<file path="src/rtl/vga_fetch_burst_ctrl.sv">
// Fetch controller: paces the sequencer, runs one burst per request (cache first, FML on miss), makes pixel enable.
// Latency: burst accepted in IDLE the cycle seq_stb & can_go; BURST_LEN+3 cycles per cache hit, more on FML wait.
// Backpressure: bursts start only while fifo_level <= burst_thresh and the FIFO is not full; fml_stb holds until fml_ack.
module vga_fetch_burst_ctrl #(
  parameter int ADR_W     = 20,
  parameter int BURST_LEN = 8,
  parameter int LVL_W     = 10,
  parameter int DIV_W     = 2
) (
  input  logic             clk,
  input  logic             rst_n,
  input  logic             cache_en,
  input  logic [LVL_W-1:0] burst_thresh,
  input  logic [DIV_W-1:0] pix_div,
  input  logic [15:0]      start_addr,
  input  logic [ADR_W-2:0] seq_adr,
  input  logic             seq_stb,
  input  logic [LVL_W-1:0] fifo_level,
  input  logic             fifo_full,
  input  logic             fifo_empty,
  output logic             seq_en,
  output logic             seq_src_cache,
  output logic [ADR_W-1:0] fml_adr,
  output logic             fml_stb,
  input  logic             fml_ack,
  output logic [ADR_W-1:0] dcb_adr,
  output logic             dcb_stb,
  input  logic             dcb_hit,
  output logic             pix_en,
  output logic             pal_en,
  output logic             underrun,
  output logic [15:0]      hit_cnt,
  output logic [15:0]      miss_cnt,
  input  logic             clr_stats,
  output logic             busy
);

  localparam int BW = $clog2(BURST_LEN);
  localparam int IW = BW + 1;
  localparam int SW = ADR_W + 17;
  localparam logic [BW-1:0] B_LAST = BW'(BURST_LEN - 1);

  typedef enum logic [2:0] {
    S_IDLE, S_DELAY, S_TRY, S_CHK, S_CBEAT, S_FREQ, S_FBEAT
  } state_t;

  state_t         state, state_nxt;
  logic [BW-1:0]  b, b_nxt;
  logic [IW-1:0]  idx;
  logic [DIV_W-1:0] cnt;
  logic           can_go, load_adr, inc_hit, inc_miss;
  logic           seq_en_c, src_c, fml_stb_c, dcb_stb_c;
  logic [SW-1:0]  adr_sum;

  assign can_go = (fifo_level <= burst_thresh) & ~fifo_full;

  // Word address plus the display base, converted to a byte address.
  assign adr_sum = SW'(seq_adr) + SW'({start_addr[15:1], 2'b00});

  // Next-state and strobe decode for the burst sequencer.
  always_comb begin
    state_nxt = state;
    b_nxt     = b;
    load_adr  = 1'b0;
    inc_hit   = 1'b0;
    inc_miss  = 1'b0;
    seq_en_c  = 1'b0;
    src_c     = 1'b0;
    fml_stb_c = 1'b0;
    dcb_stb_c = 1'b0;
    case (state)
      S_IDLE: begin
        if (can_go) begin
          seq_en_c = 1'b1;
          if (seq_stb) begin
            load_adr  = 1'b1;
            state_nxt = S_DELAY;
          end
        end
      end
      S_DELAY: begin
        seq_en_c  = 1'b1;
        state_nxt = cache_en ? S_TRY : S_FREQ;
      end
      S_TRY: begin
        dcb_stb_c = 1'b1;
        seq_en_c  = 1'b1;
        state_nxt = S_CHK;
      end
      S_CHK: begin
        src_c = 1'b1;
        if (dcb_hit) begin
          dcb_stb_c = 1'b1;
          seq_en_c  = 1'b1;
          b_nxt     = BW'(1);
          inc_hit   = 1'b1;
          state_nxt = S_CBEAT;
        end else begin
          inc_miss  = 1'b1;
          state_nxt = S_FREQ;
        end
      end
      S_CBEAT: begin
        src_c     = 1'b1;
        seq_en_c  = 1'b1;
        dcb_stb_c = (b != B_LAST);
        b_nxt     = b + 1'b1;
        if (b == B_LAST) state_nxt = S_IDLE;
      end
      S_FREQ: begin
        fml_stb_c = 1'b1;
        if (fml_ack) begin
          seq_en_c  = 1'b1;
          b_nxt     = BW'(1);
          state_nxt = S_FBEAT;
        end
      end
      S_FBEAT: begin
        seq_en_c = 1'b1;
        b_nxt    = b + 1'b1;
        if (b == B_LAST) state_nxt = S_IDLE;
      end
      default: state_nxt = S_IDLE;
    endcase
  end

  // Strobes are forced low while reset is held so nothing leaks out mid-reset.
  assign seq_en        = seq_en_c  & rst_n;
  assign seq_src_cache = src_c     & rst_n;
  assign fml_stb       = fml_stb_c & rst_n;
  assign dcb_stb       = dcb_stb_c & rst_n;
  assign pal_en        = pix_en & ~fifo_empty & rst_n;
  assign busy          = (state != S_IDLE);
  assign dcb_adr       = fml_adr + ADR_W'({idx, 1'b0});

  // State, beat counter, burst address and cache line index.
  always_ff @(posedge clk) begin
    if (!rst_n) begin
      state   <= S_IDLE;
      b       <= '0;
      fml_adr <= '0;
      idx     <= '0;
    end else begin
      state <= state_nxt;
      b     <= b_nxt;
      if (load_adr) fml_adr <= {adr_sum[ADR_W-2:0], 1'b0};
      idx <= dcb_stb_c ? idx + 1'b1 : '0;
    end
  end

  // Free-running pixel divider; a smaller pix_div than cnt wraps on the next compare.
  always_ff @(posedge clk) begin
    if (!rst_n) begin
      cnt    <= '0;
      pix_en <= 1'b0;
    end else begin
      pix_en <= (cnt == '0);
      cnt    <= (cnt >= pix_div) ? '0 : cnt + 1'b1;
    end
  end

  // Saturating hit/miss counters and sticky underrun; clear beats a same-cycle increment.
  always_ff @(posedge clk) begin
    if (!rst_n) begin
      hit_cnt  <= '0;
      miss_cnt <= '0;
      underrun <= 1'b0;
    end else if (clr_stats) begin
      hit_cnt  <= '0;
      miss_cnt <= '0;
      underrun <= 1'b0;
    end else begin
      if (inc_hit && hit_cnt != 16'hFFFF)   hit_cnt  <= hit_cnt + 1'b1;
      if (inc_miss && miss_cnt != 16'hFFFF) miss_cnt <= miss_cnt + 1'b1;
      if (pix_en && fifo_empty)             underrun <= 1'b1;
    end
  end

endmodule

</file>
<file path="config.mk">
export PLATFORM = sky130hd
export DESIGN_NAME = vga_fetch_burst_ctrl
export DESIGN_NICKNAME = d
export VERILOG_FILES = /design/src/rtl/vga_fetch_burst_ctrl.sv
export SDC_FILE = /design/constraint.sdc
export NUM_CORES = 1
export LEC_CHECK = 0
export BUFFER_PORTS_ARGS = -buffer_cell sky130_fd_sc_hd__buf_2
export CAP_MARGIN = 20
export CORE_ASPECT_RATIO = 1.25
export CORE_MARGIN = 2
export CORE_UTILIZATION = 51
export CTS_CLUSTER_DIAMETER = 30
export DETAILED_ROUTE_END_ITERATION = 8
export GPL_ROUTABILITY_DRIVEN = 0
export GPL_TIMING_DRIVEN = 0
export PLACE_DENSITY = 0.81
export SYNTH_ARGS = -nofsm -noshare
export SYNTH_HDL_FRONTEND = slang
export SYNTH_SLANG_ARGS = --single-unit
</file>
<file path="constraint.sdc">
create_clock -name clk -period 2.6 [get_ports clk]
set_clock_uncertainty 0.15 [all_clocks]
set_input_delay 0.39 -clock clk [delete_from_list [all_inputs] [get_ports clk]]
set_output_delay 0.39 -clock clk [all_outputs]
set_load 0.05 [all_outputs]
</file>
# Word-level counts from Yosys, hierarchy flattened
# Cells that the tools add are included.
[classes] add_sub_neg=7 magnitude_cmp=2 n_eq_ne=15 n_mux=23 bitwise_logic=10 n_reduce_logical=15
[op_table] operator="$add A16 B1 Y16 const B" n=2
[op_table] operator="$ne A16 B16 Y1 const B" n=2
[op_table] operator="$mux W3" n=7
[op_table] operator="$add A20 B5 Y20" n=1
[op_table] operator="$add A19 B17 Y19" n=1
[op_table] operator="$pmux W3 S6" n=1
[op_table] operator="$eq A3 B3 Y1 const B" n=4
[op_table] operator="$mux W1" n=12
[op_table] operator="$le A10 B10 Y1" n=1
[op_table] operator="$pmux W3 S3" n=1
[op_table] operator="$ne A2 B2 Y1 const B" n=4
[op_table] operator="$reduce_or A2 Y1" n=4
[op_table] operator="$and A1 B1 Y1" n=7
[op_table] operator="$eq A3 B2 Y1 const B" n=2
[op_table] operator="$reduce_bool A3 Y1" n=2
[op_table] operator="$add A4 B1 Y4 const B" n=1
[op_table] operator="$pmux W1 S4" n=1
[op_table] operator="$reduce_and A4 Y1" n=1
[op_table] operator="$reduce_or A4 Y1" n=1
[op_table] operator="$add A3 B1 Y3 const B" n=1
[op_table] operator="$eq A3 B1 Y1 const B" n=1
[op_table] operator="$logic_and A1 B1 Y1" n=3
[op_table] operator="$logic_not A3 Y1" n=1
[op_table] operator="$ne A3 B3 Y1 const B" n=1
[op_table] operator="8 further kinds" n=10
[totals] ff_bits=65 input_bits=66 out_inout_bits=80 word_cells=81

# Longest topological paths before layout
[logic_depth] ltp_word=5 ltp_mapped=9 mapped_depth_nobuf=9

# Least setup slack after synthesis
# OpenSTA, ideal clock, no wires.
[synth_path] kind="flip-flop to output port" start="reg fml_adr[1]" end="out dcb_adr[19]" t_arrival_ns=2.798 t_required_ns=2.060 path_slack_ns=-0.738 stages_incl_launch_ff=10 n_path_buf=0 path_cell_list="dfxtp_1 ha_1 inv_1 fa_1 nor2b_1 o21a_1 o211ai_1 nor2_1 nand4_1 xnor2_1"
[synth_via] elab_chain_len=1
[synth_lines] item="start: declaration" line_no="23" rtl="output logic [ADR_W-1:0] fml_adr,"
[synth_lines] item="start signal: assignment" line_no="146" rtl="if (load_adr) fml_adr <= {adr_sum[ADR_W-2:0], 1'b0};"
[synth_lines] item="$add A20 B5 Y20" line_no="134" rtl="assign dcb_adr = fml_adr + ADR_W'({idx, 1'b0});"
[synth_lines] item="end: declaration" line_no="26" rtl="output logic [ADR_W-1:0] dcb_adr,"
# Every way passes these cells.

# Worst setup path in the final report
# Same ends and word-level chain as after synthesis.

==> impl_results.md <==
- Die Width: 87.1 µm
- Synthesized netlist cell count: 544
- Syn. warnings: 0
- Post-synth ARST share: 0%
- Root buf cell: clkbuf_8
- Crit. End Element: output port
- Most frequent cells in the layout: buf_2 (133), nor2_1 (58), dfxtp_1 (58), nand2_1 (42), ha_1 (33)
- Avg Vias per Cell: 5.64
- Final net count: 811
- Hold path startpoint: seq_adr[0]
- Setup-failing EPs final: 14
- Pwr Density: 528 nW/µm²
- I/O Buffers: 142
- Vias in the first global route: 4,379
- Sink Count: 65
- RSZ-0062 raised after global routing: true
- Worst R2R Start: miss_cnt[7]
- R2R Setup Slk: 630 ps
- Routed Antenna Nets: 0
- Gr ovfl total: 0
- Reg2reg end: miss_cnt[15]
- Post-DP HPWL: 8850 µm
- Cell area after synthesis: 4400 µm²
- Synth Register Bits: 65
- Fin worst setup slack: -317 ps
- Most common cell after layout, fill and taps aside: buf_2
- Top delay family on crit path: simple AND/OR/NAND/NOR gates
- Via count: 4,557
- Area growth, synth to finish: 33.0%
- Mean post-synth cell area: 8.09 µm²
- Final cycle utilization of the critical path: 112%
- Status: finished with violations
- FF-to-FF path depth: 6
- Hold depth: 3
- End of the critical path: dcb_adr[19]
- Ant diodes: 0
- First drt pass iteration count: 5
- Final WL: 11,400 µm
- First-pass GRT wire length: 18,600 µm
- Relative slew slack: 65.0%
- Fill cells: 658
- Placeable Area: 8330 µm²
- Cts bufs inserted: 9
- Total power: 3.09 mW
- Max-slew violation count: 0
- Die H: 108 µm
- Required @ worst endpoint: 2060 ps
- CTS Buffer Depth: 2
- Post-synth EDFFs: 0
- Placement row count: 37
- Final Hold Viols: 0
- Min Tclk post-route: 2920 ps
- Residual DRC: 0
- Initial core utilization: 52.8%
- DR iter-0 viols: 166
- Multi-input gate area: 3160 µm²
- Failing checks: negative setup slack
- Fmax: 0.343 GHz
- Crit-path slowest cell: dfxtp_4
- Clk Latency, worst-skew pair: 340 ps
- Worst Path Buf+Inv: 2
- CTS clk-pin slew, worst paths: 70 ps
- Die ar.: 9400 µm²
- Hold buffers post-CTS: 0
- Sequential cell area: 1320 µm²
- Worst EP arrival: 2380 ps
- GRT Total Usage: 24.6%
- Sequential share of the synthesized area: 29.6%
- Drt wl/cell: 14.1 µm
- H-tree depth: 3
- Largest net degree at the start of global routing: 13
- Pre-CTS setup slack: -256 ps
- Crit path depth: 10
- Critical path origin: fml_adr[1]
- CP Max Fanout: 3
- Yosys cell types: 60
- CP Launch Type: register
- CTS tree: yes
- Setup Crit Path Kind: reg2out
- Primary flip-flop cell chosen by synthesis mapping: dfxtp_1
- Layout cells sized above 1: 33.1%
- Maximum vdd drop: 0.000274 V
- IO Pins: 146
- Leakage: 2.69 nW
- Hold Crit Class: in2reg
- Worst slew pin tran: 525 ps
- Crit path cell chain: ha_4, inv_2, fa_2, nor2b_1, o21a_1, o211ai_1, nor2_2, nand4_1, xnor2_4, buf_6
- MaxCap Viol Count: 0
- Initial antenna violation count: 0
- Worst path max stage delay: 370 ps
==> cells in the mapped netlist (all sizes together), types with 2 or more instances <==
cell type  number  share of area, %
a211o           2              0.40
a211oi          8               1.7
a21boi          3              0.51
a21o           10               1.7
a21oi          35               4.0
a22oi           3              0.51
a31oi           3              0.43
and2            6              0.85
and3            8               1.1
and4            5               1.1
and4b           3              0.68
buf            11               1.5
clkbuf          8              0.68
dfxtp          65                30
fa              2              0.91
ha             37                11
inv            33               2.8
mux2i           4              0.91
nand2          44               3.8
nand2b          8               1.1
nand3          19               2.2
nand3b          2              0.43
nand4          18               2.7
nor2           61               5.2
nor2b           6              0.85
nor3           12               1.7
nor3b           3              0.51
o2111a          2              0.51
o2111ai         2              0.54
o211ai          7               1.3
o21a            8               1.5
o21ai          33               3.8
o22ai           2              0.28
o31ai           2              0.45
or2             3              0.43
or3             9               1.3
xnor2          22               4.4
xor2           26               5.2
==> area by class of cell <==
class | count | share of cell area [%]
repair buffers | 150 | 14.6
multi-input cells | 428 | 54.0
well taps | 97 | 2.07
clock buffers | 9 | 2.11
plain buffers | 19 | 1.77
inverters | 33 | 2.11
flip-flops and latches | 65 | 22.5
clock inverters | 7 | 0.812
==> flip-flops by register name, summed over array words and instances, names as in the netlist <==
name	count
b	3
cnt	2
fml_adr	19
hit_cnt	16
idx	4
miss_cnt	16
pix_en	1
state	3
underrun	1
==> metrics by stage <==
stage          util, %  cells  TNS, ps  cell area (µm²)  hold WS [ps]
3_3_place_gp      65.1    784    -1200             5430           258
6_report          70.3    808    -2160             5860           127
5_1_grt           70.3    808    -4110             5860           125
3_5_place_dp      65.1    784    -1510             5430           284
4_1_cts           69.2    806    -2310             5760           118
2_1_floorplan        -    545     -157             4590           249
==> kinds of logic after synthesis <==
family	Yosys count	share of synthesized area [%]
AO/OA/AOI/OAI	126	19.2
XOR/XNOR	48	9.55
adder cells (fa/ha/maj)	39	11.4
buffers and inverters	52	5.03
flip-flops	65	29.6
multiplexers	4	0.909
other	1	0.0852
AND/OR/NAND/NOR	209	24.2
==> metal layers <==
layer | global-route usage [%] | share of wire [%] | up-vias
met5 | 0 | 0 | -
met4 | 13.0 | 3.1 | 0
met3 | 3.76 | 5.1 | 33
met2 | 44.7 | 53 | 173
met1 | 27.1 | 39 | 2106
li1 | - | - | 2245
==> tightest hold or removal path, delay by kind of cell <==
| family | cells | cell delay (ps) |
|---|---|---|
| AND/OR/NAND/NOR | 1 | 50 |
| buffers and inverters | 1 | 100 |
| AO/OA/AOI/OAI | 1 | 50 |
==> worst min path at each step <==
stage,end,slack (ps)
after floorplan,cnt[0],250
after global placement,cnt[0],260
after detailed placement,cnt[0],280
after CTS,fml_adr[1],120
after global routing,fml_adr[2],120
final,fml_adr[1],130
==> timing repair <==
item / CTS / global route
pin swaps: 9 / 8
gates resized for setup: 39 / 18
buffers inserted: 6 / 2
setup endpoints to repair: 17 / 17
==> report_power, final <==
part           total, mW  internal (mW)  switching, mW  leakage [nW]
clock              0.741          0.343          0.398        0.0850
combinational       1.21          0.426          0.784          2.08
sequential          1.14           1.06         0.0796         0.530
total               3.09           1.83           1.26          2.69
Note: power is estimated with default switching activity, not from simulation.
